<file path="config.mk">
export PLATFORM = sky130hd
export DESIGN_NAME = serial_pattern_tx
export DESIGN_NICKNAME = d
export VERILOG_FILES = /design/src/rtl/serial_pattern_tx.sv
export SDC_FILE = /design/constraint.sdc
export NUM_CORES = 1
export LEC_CHECK = 0
export CORE_AREA = 3 3 57 59
export CTS_CLUSTER_DIAMETER = 100
export CTS_CLUSTER_SIZE = 10
export DETAILED_ROUTE_END_ITERATION = 10
export DIE_AREA = 0 0 60 62
export PLACE_DENSITY_LB_ADDON = 0.2
export SYNTH_ARGS = -nofsm -noshare
export SYNTH_HDL_FRONTEND = slang
export SYNTH_SLANG_ARGS = --single-unit
</file>
<file path="constraint.sdc">
create_clock -name clk -period 3.1 [get_ports clk]
set_input_delay 0.62 -clock clk [delete_from_list [all_inputs] [get_ports clk]]
set_output_delay 0.62 -clock clk [all_outputs]
set_load 0.01 [all_outputs]
</file>
<file path="src/rtl/serial_pattern_tx.sv">
// serial_pattern_tx
// -----------------------------------------------------------------------------
// Parallel-to-serial pattern transmitter. A WIDTH-bit word is accepted over a
// valid/ready handshake and shifted out MSB-first on a_out, each bit held for
// HOLD_CYCLES clocks. A one-cycle done pulse follows the last bit.
//
// Optional feature (macro SERIAL_PARITY_BIT_EN): when defined, an even-parity
// bit (XOR of the captured data bits) is sent after the data bits, also for
// HOLD_CYCLES clocks. When undefined, no parity logic exists.
//
// Ports:
//   clk         system clock, rising-edge
//   reset_n     asynchronous active-low reset
//   load_valid  data_in is valid this cycle
//   load_ready  transmitter can accept a word (IDLE)
//   data_in     word to transmit
//   a_out       serial bit stream, MSB first (driven straight from a flop)
//   busy        word in flight (SEND or DONE)
//   done        one-cycle pulse after the last bit's hold period
//   zero_word   captured word was zero (valid while busy)
// -----------------------------------------------------------------------------
module serial_pattern_tx #(
    parameter int WIDTH       = 4,
    parameter int HOLD_CYCLES = 1
) (
    input  logic             clk,
    input  logic             reset_n,
    input  logic             load_valid,
    output logic             load_ready,
    input  logic [WIDTH-1:0] data_in,
    output logic             a_out,
    output logic             busy,
    output logic             done,
    output logic             zero_word
);

    // The parity bit, when enabled, rides as an extra LSB of the shift
    // register so the same MSB tap serves data and parity alike.
`ifdef SERIAL_PARITY_BIT_EN
    localparam int SW = WIDTH + 1;
`else
    localparam int SW = WIDTH;
`endif
    localparam int BW = $clog2(WIDTH + 1);

    localparam logic [BW-1:0] LAST_BIT  = BW'(SW - 1);
    localparam logic [7:0]    HOLD_LAST = 8'(HOLD_CYCLES - 1);

    typedef enum logic [1:0] {
        ST_IDLE,
        ST_SEND,
        ST_DONE
    } state_t;

    state_t          state_reg,    state_next;
    logic [SW-1:0]   shift_reg,    shift_next;
    logic [BW-1:0]   bit_cnt_reg,  bit_cnt_next;
    logic [7:0]      hold_cnt_reg, hold_cnt_next;
    logic            zero_reg,     zero_next;

    always_ff @(posedge clk or negedge reset_n) begin
        if (!reset_n) begin
            state_reg    <= ST_IDLE;
            shift_reg    <= '0;
            bit_cnt_reg  <= '0;
            hold_cnt_reg <= '0;
            zero_reg     <= 1'b0;
        end else begin
            state_reg    <= state_next;
            shift_reg    <= shift_next;
            bit_cnt_reg  <= bit_cnt_next;
            hold_cnt_reg <= hold_cnt_next;
            zero_reg     <= zero_next;
        end
    end

    always_comb begin
        state_next    = state_reg;
        shift_next    = shift_reg;
        bit_cnt_next  = bit_cnt_reg;
        hold_cnt_next = hold_cnt_reg;
        zero_next     = zero_reg;

        case (state_reg)
            ST_IDLE: begin
                if (load_valid) begin
`ifdef SERIAL_PARITY_BIT_EN
                    shift_next = {data_in, ^data_in};
`else
                    shift_next = data_in;
`endif
                    zero_next     = (data_in == '0);
                    bit_cnt_next  = '0;
                    hold_cnt_next = '0;
                    state_next    = ST_SEND;
                end
            end

            ST_SEND: begin
                if (hold_cnt_reg == HOLD_LAST) begin
                    hold_cnt_next = '0;
                    // Zero-fill: after the final shift the register is empty,
                    // which is what holds a_out low in DONE and IDLE.
                    shift_next    = {shift_reg[SW-2:0], 1'b0};
                    if (bit_cnt_reg == LAST_BIT) begin
                        state_next = ST_DONE;
                    end else begin
                        // Held at LAST_BIT on the final bit so it never wraps.
                        bit_cnt_next = bit_cnt_reg + 1'b1;
                    end
                end else begin
                    hold_cnt_next = hold_cnt_reg + 8'd1;
                end
            end

            ST_DONE: begin
                zero_next  = 1'b0;
                state_next = ST_IDLE;
            end

            default: begin
                state_next = ST_IDLE;
            end
        endcase
    end

    assign a_out      = shift_reg[SW-1];
    assign load_ready = (state_reg == ST_IDLE);
    assign busy       = (state_reg != ST_IDLE);
    assign done       = (state_reg == ST_DONE);
    assign zero_word  = zero_reg;

endmodule

</file>
==> flow_summary.yaml, run 1 <==
detailed_routing:
  route.detailed.vias_per_inst: 5.30
  detailedRoute.firstIterationViolations: 17
  vias: 758
  drc_markers: 0
  drt.antenna.violating_nets: 0
  postRouteWirelength_um: 1990
  drt_first_pass_iters: 4
  wire_per_inst_um: 13.9
clocking:
  postCtsHoldBufs: 0
  ctsLongestPathBuffers: 2
  htreeDepth: 1
  cts_tree: "done"
  post_cts.repair.setup_buffers: 0
  root_buffer: "sky130_fd_sc_hd__clkbuf_4"
  postCtsResizedCells: 0
  cts.clk_slew.worst_paths_ns: 0.10
  clock_buffer_count_from_cts: 3
  clk_latency_ns: 0.29
  clock-sinks: 18
setup_path:
  reg2reg_to: "bit_cnt_reg[2]"
  critical_path.cell_chain: "nor2_1 -> clkdlybuf4s50_1"
  critical_path.endpoint_type: "output pin"
  crit_arrival_ns: 1.66
  critical_path.max_stage_delay_ns: 0.57
  r2r-start: "bit_cnt_reg[0]"
  cp-start-kind: "flip-flop"
  required_ns: 2.48
  slowest_library_cell_on_the_worst_path: "sky130_fd_sc_hd__clkdlybuf4s50_1"
  timing.reg2reg.worst_path_depth: 5
  crit_path_max_fanout: 14
  path_class: "reg2out"
  r2r_slack_ns: 1.33
die:
  floorplan.initialDensity: 0.356
  num_rows: 19
  die_h_um: 62
  die_width_um: 60
  core_um2: 2760
  io-pin-count: 12
  fp.dieArea_um2: 3720
power_and_ir_drop:
  internal_power_of_the_cells_mw: 0.501
  power.net_switching_mw: 0.282
  swShare: 0.360
  pwr-share-clk: 0.151
  power.share.combinational: 0.324
  ir_drop_uv: 305
  power.sequential.fraction: 0.525
  power_leakage_nw: 0.483
  power-per-cell-area_nw_per_um2: 686
  total_power_mw: 0.783
yosys:
  synth.cell_area_um2: 981
  synth_nets: 112
  synth.ff_latch_count: 18
  synthesis.area_per_instance_um2: 9.71
  synth_largest_type_area_fraction: 0.459
  synth.distinct_cells: 37
  ranking_of_synthesized_cells_by_area: "sky130_fd_sc_hd__dfrtp_1 46%, sky130_fd_sc_hd__nand2_1 5.7%, sky130_fd_sc_hd__ha_1 5.1%, sky130_fd_sc_hd__nand3_1 4.1%, sky130_fd_sc_hd__nor4b_4 2.4%"
  synth_area_leader_cell: "sky130_fd_sc_hd__dfrtp_1"
  synth.yosys.seq_area_share: 0.459
  number_of_cells_produced_by_synthesis: 101
  yosysWarningCount: 0
sta:
  number_of_slew_limit_violations_in_the_final_report: 0
  final.setup_skew_ns: 0.00309
  maxSlewHeadroom: 0.435
  setup_tns_final_ns: 0
  clock.fmax_mhz: 439
  rsz_0062_raised_after_global_routing: "false"
  worstMarginPinSlew_ns: 0.845
  hold_slack_ns: 0.508
  fin_crit_sh: 0.735
  report.final.hold_viol_count: 0
  report.final.setup_viol: 0
  min_period_ns: 2.28
global_routing:
  antenna_found_initial: 0
  first_pass_grt_wire_length_um: 3420
  grt_usage: 0.123
  global_route.overflow_total: 0
  grt_start_max_net_pins: 19
  vias_in_the_first_global_route: 720
hold_path:
  endpoint_with_the_worst_hold_slack: "shift_reg[0]"
  hold_path_class: "reg2reg"
  hold-path-cell-count: 1
  hold_path_startpoint: "shift_reg[0]"
finish:
  area.growth.synth_to_final_pct: 16.3
  fin_area_um2: 1140
  multi_input_comb_area_um2: 497
  num-fill-cells: 274
  postLayoutCoreUtil: 0.414
  nNetsFinal: 125
  fraction_of_layout_cells_with_a_size_suffix_above_1: 0.107
  ff_latch_area_um2: 450
  mostFrequentLayoutCell: "sky130_fd_sc_hd__dfrtp_1"
  largest_reg_flops: 8
  number_of_diodes_added_for_antenna_fixing: 0
  final_cell_mix: "18 x sky130_fd_sc_hd__dfrtp_1, 15 x sky130_fd_sc_hd__nand2_1, 11 x sky130_fd_sc_hd__clkdlybuf4s50_1"
status:
  outcome: "finished clean"
placement:
  routabilityCongestion: 0.830
  dpl-instance-area_um2: 1120
  port_buffers: 11
  dpl.hpwl_um: 1460
job:
  timing.max_cap.violations: 0
-- cell families (layout without fill, tap and decap cells) --
family / after synthesis / count (layout) / synth area share
AND/OR/NAND/NOR: 48 / 48 / 0.282
AO/OA/AOI/OAI: 18 / 18 / 0.138
flip-flops: 18 / 18 / 0.459
buffers and inverters: 9 / 20 / 0.0344
adder cells (fa/ha/maj): 4 / 4 / 0.0510
XOR/XNOR: 4 / 4 / 0.0357
-- worst max path at each step --
stage                   start              end  slack (ns)
2_1_floorplan  bit_cnt_reg[0]   bit_cnt_reg[2]        1.47
3_3_place_gp       load_valid  hold_cnt_reg[7]        0.88
3_5_place_dp       load_valid  hold_cnt_reg[7]        0.83
4_1_cts          state_reg[0]       load_ready        0.79
5_1_grt          state_reg[0]       load_ready        0.71
6_report         state_reg[0]       load_ready        0.82
-- power groups by stage --
stage	combinational [mW]	clock, mW	sequential (mW)
global placement	0.249	0	0.413
global route	0.305	0.133	0.425
CTS	0.259	0.124	0.410
finish	0.253	0.118	0.411
detailed placement	0.258	0	0.414
floorplan	0.191	0	0.398
-- stage by stage --
| step | setup WS, ns | instances |
|---|---|---|
| floorplan | 1.47 | 101 |
| global placement | 0.880 | 140 |
| detailed placement | 0.833 | 140 |
| CTS | 0.795 | 143 |
| global route | 0.714 | 143 |
| finish | 0.823 | 143 |
-- cell type report --
type                       instances  share of cell area
timing repair buffer              11              0.0965
sequential                        18               0.395
inverter                           6              0.0197
tap                               31              0.0340
clock buffer                       3              0.0197
multi-input combinational         74               0.435
-- critical path: cells and delay by family (launching register included) --
kind / cells / cell delay (ns)
DFF: 1 / 0.55
buffers and inverters: 1 / 0.57
and+or+nand+nor: 1 / 0.25
-- cells in the mapped netlist --
library cell and count:
sky130_fd_sc_hd__dfrtp_1 18, sky130_fd_sc_hd__nand2_1 15, sky130_fd_sc_hd__nand3_1 8, sky130_fd_sc_hd__inv_1 6, sky130_fd_sc_hd__nor2_1 6, sky130_fd_sc_hd__a21oi_1 4
sky130_fd_sc_hd__ha_1 4, sky130_fd_sc_hd__a31oi_1 3, sky130_fd_sc_hd__clkbuf_1 3, sky130_fd_sc_hd__nor3_1 3, sky130_fd_sc_hd__nor2b_1 2, sky130_fd_sc_hd__o21ai_0 2
sky130_fd_sc_hd__xnor2_1 2, sky130_fd_sc_hd__xor2_1 2, sky130_fd_sc_hd__a21o_2 1, sky130_fd_sc_hd__a311o_1 1, sky130_fd_sc_hd__a32o_1 1, sky130_fd_sc_hd__a41oi_1 1
sky130_fd_sc_hd__and2_1 1, sky130_fd_sc_hd__and3_1 1, sky130_fd_sc_hd__and3_2 1, sky130_fd_sc_hd__nand2b_1 1, sky130_fd_sc_hd__nand3b_2 1, sky130_fd_sc_hd__nand4_1 1
sky130_fd_sc_hd__nor3b_1 1, sky130_fd_sc_hd__nor4b_2 1, sky130_fd_sc_hd__nor4b_4 1, sky130_fd_sc_hd__o211ai_2 1, sky130_fd_sc_hd__o21ba_2 1, sky130_fd_sc_hd__o21bai_2 1
sky130_fd_sc_hd__o22ai_1 1, sky130_fd_sc_hd__o311ai_0 1, sky130_fd_sc_hd__or3_1 1, sky130_fd_sc_hd__or3_2 1, sky130_fd_sc_hd__or3b_1 1, sky130_fd_sc_hd__or4_1 1
sky130_fd_sc_hd__or4b_1 1
-- per-layer routing --
metal,share of wire,wire (um),track usage
met1,0.51,1020,0.177
met2,0.45,900,0.182
met3,0.027,54,0.0186
met4,0.0060,12,0.0570
met5,0,0,0
Note: power is estimated with default switching activity, not from simulation.
==> run 2: changes to the inputs <==
==> constraint.sdc (replaced) <==
create_clock -name clk -period 2.2 [get_ports clk]
set_input_delay 0.44 -clock clk [delete_from_list [all_inputs] [get_ports clk]]
set_output_delay 0.44 -clock clk [all_outputs]
set_load 0.01 [all_outputs]
==> flow_summary.yaml, run 2 (synthesis results as in run 1) <==
status:
  outcome: "finished clean"
finish:
  number_of_diodes_added_for_antenna_fixing: 0
  final_cell_mix: "17 x sky130_fd_sc_hd__dfrtp_1, 15 x sky130_fd_sc_hd__nand2_1, 11 x sky130_fd_sc_hd__clkdlybuf4s50_1"
  final_cell_count_no_fill: 146
  mostFrequentLayoutCell: "sky130_fd_sc_hd__dfrtp_1"
  fin_area_um2: 1170
  nNetsFinal: 127
  largest_reg_flops: 8
  num-fill-cells: 280
  fraction_of_layout_cells_with_a_size_suffix_above_1: 0.139
  area.growth.synth_to_final_pct: 19.4
clocking:
  root_buffer: "sky130_fd_sc_hd__clkbuf_4"
  clock-sinks: 18
  clock_buffer_count_from_cts: 3
  ctsLongestPathBuffers: 2
  post_cts.repair.setup_buffers: 0
  cts.clk_slew.worst_paths_ns: 0.11
  clk_latency_ns: 0.31
  cts_tree: "done"
  htreeDepth: 1
die:
  die_h_um: 62
  core_um2: 2760
  die_width_um: 60
  floorplan.initialDensity: 0.356
  fp.dieArea_um2: 3720
  num_rows: 19
  io-pin-count: 12
power_and_ir_drop:
  internal_power_of_the_cells_mw: 0.743
  pwr-share-clk: 0.186
  power-per-cell-area_nw_per_um2: 978
  swShare: 0.351
  power.net_switching_mw: 0.402
  power.sequential.fraction: 0.507
  power_leakage_nw: 0.500
  power.share.combinational: 0.307
  ir_drop_uv: 477
detailed_routing:
  route.detailed.vias_per_inst: 5.35
  drt.antenna.violating_nets: 0
  postRouteWirelength_um: 2040
  wire_per_inst_um: 14.0
  detailedRoute.firstIterationViolations: 16
  vias: 781
  drt_first_pass_iters: 4
  drc_markers: 0
sta:
  final.setup_skew_ns: 0.0111
  number_of_slew_limit_violations_in_the_final_report: 0
  min_period_ns: 2.05
  clock.fmax_mhz: 489
  setup_tns_final_ns: 0
  worstMarginPinSlew_ns: 0.408
  report.final.hold_viol_count: 0
  maxSlewHeadroom: 0.726
  report.final.setup_viol: 0
  fin_crit_sh: 0.930
  timing.final.ws_setup_ns: 0.153
  rsz_0062_raised_after_global_routing: "false"
setup_path:
  timing.reg2reg.worst_path_depth: 5
  crit_path_max_fanout: 14
  critical_path.endpoint_type: "output pin"
  cp-start-kind: "flip-flop"
  critical_path.max_stage_delay_ns: 0.57
  crit_arrival_ns: 1.61
  required_ns: 1.76
  path_class: "reg2out"
  r2r-start: "bit_cnt_reg[0]"
  slowest_library_cell_on_the_worst_path: "sky130_fd_sc_hd__clkdlybuf4s50_1"
  worst-path-buf-inv: 1
  reg2reg_to: "bit_cnt_reg[2]"
  kind_of_cell_adding_the_most_delay_to_the_critical_path: "buffers and inverters"
  critical_path.cell_chain: "nor2_1 -> clkdlybuf4s50_1"
  r2r_slack_ns: 0.41
placement:
  placedCellCount: 142
  port_buffers: 11
  dpl-instance-area_um2: 1130
  dp_worst_setup_slack_ns: 0.225
  dpl.hpwl_um: 1490
  routabilityCongestion: 0.746
hold_path:
  hold_path_class: "in2async"
global_routing:
  grt_use_met2: 0.193
  global_route.overflow_total: 0
  grt_usage: 0.132
  first_pass_grt_wire_length_um: 3660
  global_route_hottest_layer: "met2"
  antenna_found_initial: 0
  grt_start_max_net_pins: 19
  use_met3: 0.0207
  vias_in_the_first_global_route: 763
  global_route.usage.met1: 0.188
job:
  timing.max_cap.violations: 0
-- run 2: worst reg2reg max path: cells and delay by family, from the launching register on --
kind / cells / cell delay (ns)
fa+ha+maj: 2 / 0.42
compound gates: 1 / 0.07
simple gates: 2 / 0.79
flops: 1 / 0.43
-- run 2: layer usage --
metal	part of all wire	routed length, um
met1	0.51	1030
met2	0.45	910
met3	0.032	66
met4	0.017	34
met5	0	0
-- run 2: final cells by class --
type | instances | area, um^2 | share of cell area
Multi-Input combinational cell | 74 | 497 | 0.424
Sequential cell | 18 | 452 | 0.386
Timing Repair Buffer | 13 | 125 | 0.107
Tap cell | 31 | 38.8 | 0.0331
Clock buffer | 4 | 36.3 | 0.0310
Inverter | 6 | 22.5 | 0.0192
-- run 2: worst max-delay path by stage --
stage              startpoint              end  slack [ns]  depth (start not counted)
2_1_floorplan  bit_cnt_reg[0]   bit_cnt_reg[2]        0.57                          5
3_3_place_gp       load_valid  hold_cnt_reg[7]        0.26                          4
3_5_place_dp       load_valid  hold_cnt_reg[7]        0.23                          4
4_1_cts          state_reg[0]       load_ready        0.06                          2
5_1_grt          state_reg[0]       load_ready        0.08                          2
6_report         state_reg[0]       load_ready        0.15                          2
-- run 2: power by group through the flow --
stage                     combinational [mW]  clock, mW  sequential, mW
after floorplan                        0.270          0           0.561
after global placement                 0.351          0           0.582
after detailed placement               0.360          0           0.585
after CTS                              0.360      0.226           0.580
after global routing                   0.415      0.239           0.604
final                                  0.352      0.213           0.581
-- run 2: through the flow --
stage / utilization / power [mW] / hold slack (ns)
after floorplan: - / 0.831 / 0.144
after global placement: 0.411 / 0.933 / 0.488
after detailed placement: 0.411 / 0.945 / 0.490
after CTS: 0.424 / 1.17 / 0.441
after global routing: 0.425 / 1.26 / 0.457
final: 0.425 / 1.15 / 0.449
-- run 2: repair_timing --
action,in CTS,in global routing
resized for setup,0,1
hold buffers,0,0
setup endpoints to repair,0,2
==> run 3: changes to the inputs <==
--- a/config.mk
+++ b/config.mk
@@ -5,11 +5,11 @@
 export SDC_FILE = /design/constraint.sdc
 export NUM_CORES = 1
 export LEC_CHECK = 0
-export CORE_AREA = 3 3 57 59
+export CORE_AREA = 3 3 49 69
 export CTS_CLUSTER_DIAMETER = 100
 export CTS_CLUSTER_SIZE = 10
 export DETAILED_ROUTE_END_ITERATION = 10
-export DIE_AREA = 0 0 60 62
+export DIE_AREA = 0 0 52 72
 export PLACE_DENSITY_LB_ADDON = 0.2
 export SYNTH_ARGS = -nofsm -noshare
 export SYNTH_HDL_FRONTEND = slang
==> flow_summary.yaml, run 3 (synthesis results as in run 1) <==
sta:
  rsz_0062_raised_after_global_routing: "false"
  min_period_ns: 2.03
  number_of_slew_limit_violations_in_the_final_report: 0
  setup_tns_final_ns: 0
  report.final.hold_viol_count: 0
  final.setup_skew_ns: 0.000985
  maxSlewHeadroom: 0.728
  report.final.setup_viol: 0
  clock.fmax_mhz: 493
  fin_crit_sh: 0.923
  hold_slack_ns: 0.507
  worstMarginPinSlew_ns: 0.408
setup_path:
  r2r-start: "bit_cnt_reg[0]"
  crit_path_max_fanout: 14
  critical_path.endpoint_type: "output pin"
  critical_path.max_stage_delay_ns: 0.57
  slowest_library_cell_on_the_worst_path: "sky130_fd_sc_hd__clkdlybuf4s50_1"
  path_class: "reg2out"
  crit_arrival_ns: 1.59
  cp-start-kind: "flip-flop"
  timing.critical_path.from: "state_reg[0]"
  required_ns: 1.76
  critical_path.cell_chain: "nor2_1 -> clkdlybuf4s50_1"
finish:
  postLayoutCoreUtil: 0.415
  num-fill-cells: 275
  final_cell_count_no_fill: 151
  area.growth.synth_to_final_pct: 20.5
  nNetsFinal: 127
  largest_reg_flops: 8
  mostFrequentLayoutCell: "sky130_fd_sc_hd__dfrtp_1"
  final_cell_mix: "18 x sky130_fd_sc_hd__dfrtp_1, 15 x sky130_fd_sc_hd__nand2_1, 11 x sky130_fd_sc_hd__clkdlybuf4s50_1"
  fraction_of_layout_cells_with_a_size_suffix_above_1: 0.123
  number_of_diodes_added_for_antenna_fixing: 0
detailed_routing:
  detailedRoute.firstIterationViolations: 10
  drc_markers: 0
  drt_first_pass_iters: 2
  postRouteWirelength_um: 2030
  vias: 767
  route.detailed.vias_per_inst: 5.08
  drt.antenna.violating_nets: 0
  wire_per_inst_um: 13.5
clocking:
  postCtsHoldBufs: 0
  cts_tree: "done"
  cts.clk_slew.worst_paths_ns: 0.06
  root_buffer: "sky130_fd_sc_hd__clkbuf_8"
  post_cts.repair.setup_buffers: 0
  clk_latency_ns: 0.24
  clock-sinks: 18
  htreeDepth: 1
  ctsLongestPathBuffers: 2
  clock_buffer_count_from_cts: 3
  postCtsResizedCells: 0
global_routing:
  first_pass_grt_wire_length_um: 3680
  vias_in_the_first_global_route: 809
  global_route.overflow_total: 0
  antenna_found_initial: 0
  grt_usage: 0.130
  grt_start_max_net_pins: 19
hold_path:
  hold_path_class: "reg2reg"
  hold_path_startpoint: "shift_reg[0]"
power_and_ir_drop:
  power_leakage_nw: 0.501
  power-per-cell-area_nw_per_um2: 981
  ir_drop_uv: 558
placement:
  placedCellCount: 148
  dpl.hpwl_um: 1570
  port_buffers: 11
  routabilityCongestion: 0.738
die:
  fp.dieArea_um2: 3740
  io-pin-count: 12
  floorplan.initialDensity: 0.344
  die_width_um: 52
  num_rows: 23
  core_um2: 2850
  die_h_um: 72
job:
  timing.max_cap.violations: 0
status:
  outcome: "finished clean"
-- run 3: changes by cell type in the layout (fill, tap and decap cells not counted) --
cell,before,now
sky130_fd_sc_hd__clkbuf_4,3,0
sky130_fd_sc_hd__clkbuf_8,1,3
sky130_fd_sc_hd__dfrtp_1,17,18
sky130_fd_sc_hd__dfrtp_2,1,0
-- run 3: final timing paths --
| kind | to | slack [ns] | cells past startpoint |
|---|---|---|---|
| max in group asynchronous | hold_cnt_reg[4] | 1.48 | 2 |
| worst max-delay path | load_ready | 0.17 | 2 |
| worst min register to register | shift_reg[0] | 0.51 | 1 |
| worst max register to register | bit_cnt_reg[2] | 0.45 | 5 |
| min in group asynchronous | hold_cnt_reg[1] | 0.52 | 2 |
| worst min-delay path | shift_reg[0] | 0.51 | 1 |
-- run 3: where the power goes --
part / internal, mW / switching [mW]
Clock: 0.121 / 0.100
Sequential: 0.456 / 0.123
Combinational: 0.188 / 0.170
Total: 0.765 / 0.394
-- run 3: area by class of cell --
| cell class | count | area, um^2 | area share |
|---|---|---|---|
| flip-flops and latches | 18 | 450 | 0.381 |
| inverters | 6 | 22.5 | 0.0190 |
| well taps | 37 | 46.3 | 0.0392 |
| clock buffers | 3 | 41.3 | 0.0349 |
| multi-input cells | 74 | 497 | 0.420 |
| repair buffers | 13 | 125 | 0.106 |
-- run 3: layer usage --
| layer | global-route usage | share of wire | vias to the layer above |
|---|---|---|---|
| met2 | 0.228 | 0.53 | 7 |
| met3 | 0.0246 | 0.024 | 2 |
| met5 | 0 | 0 | - |
| met4 | 0.0525 | 0.012 | 0 |
| met1 | 0.152 | 0.43 | 372 |
| li1 | - | - | 386 |
-- run 3: metrics by stage --
stage / total power [mW] / area (um^2) / setup slack (ns)
floorplan: 0.831 / 981 / 0.565
global placement: 0.931 / 1140 / 0.265
detailed placement: 0.947 / 1140 / 0.234
CTS: 1.18 / 1180 / 0.142
global route: 1.27 / 1180 / 0.0694
finish: 1.16 / 1180 / 0.170
-- run 3: worst max-delay path: cells and delay by family (launching register included) --
kind / cells / cell delay (ns)
buffers and inverters: 1 / 0.57
flip-flops: 1 / 0.53
AND/OR/NAND/NOR: 1 / 0.25
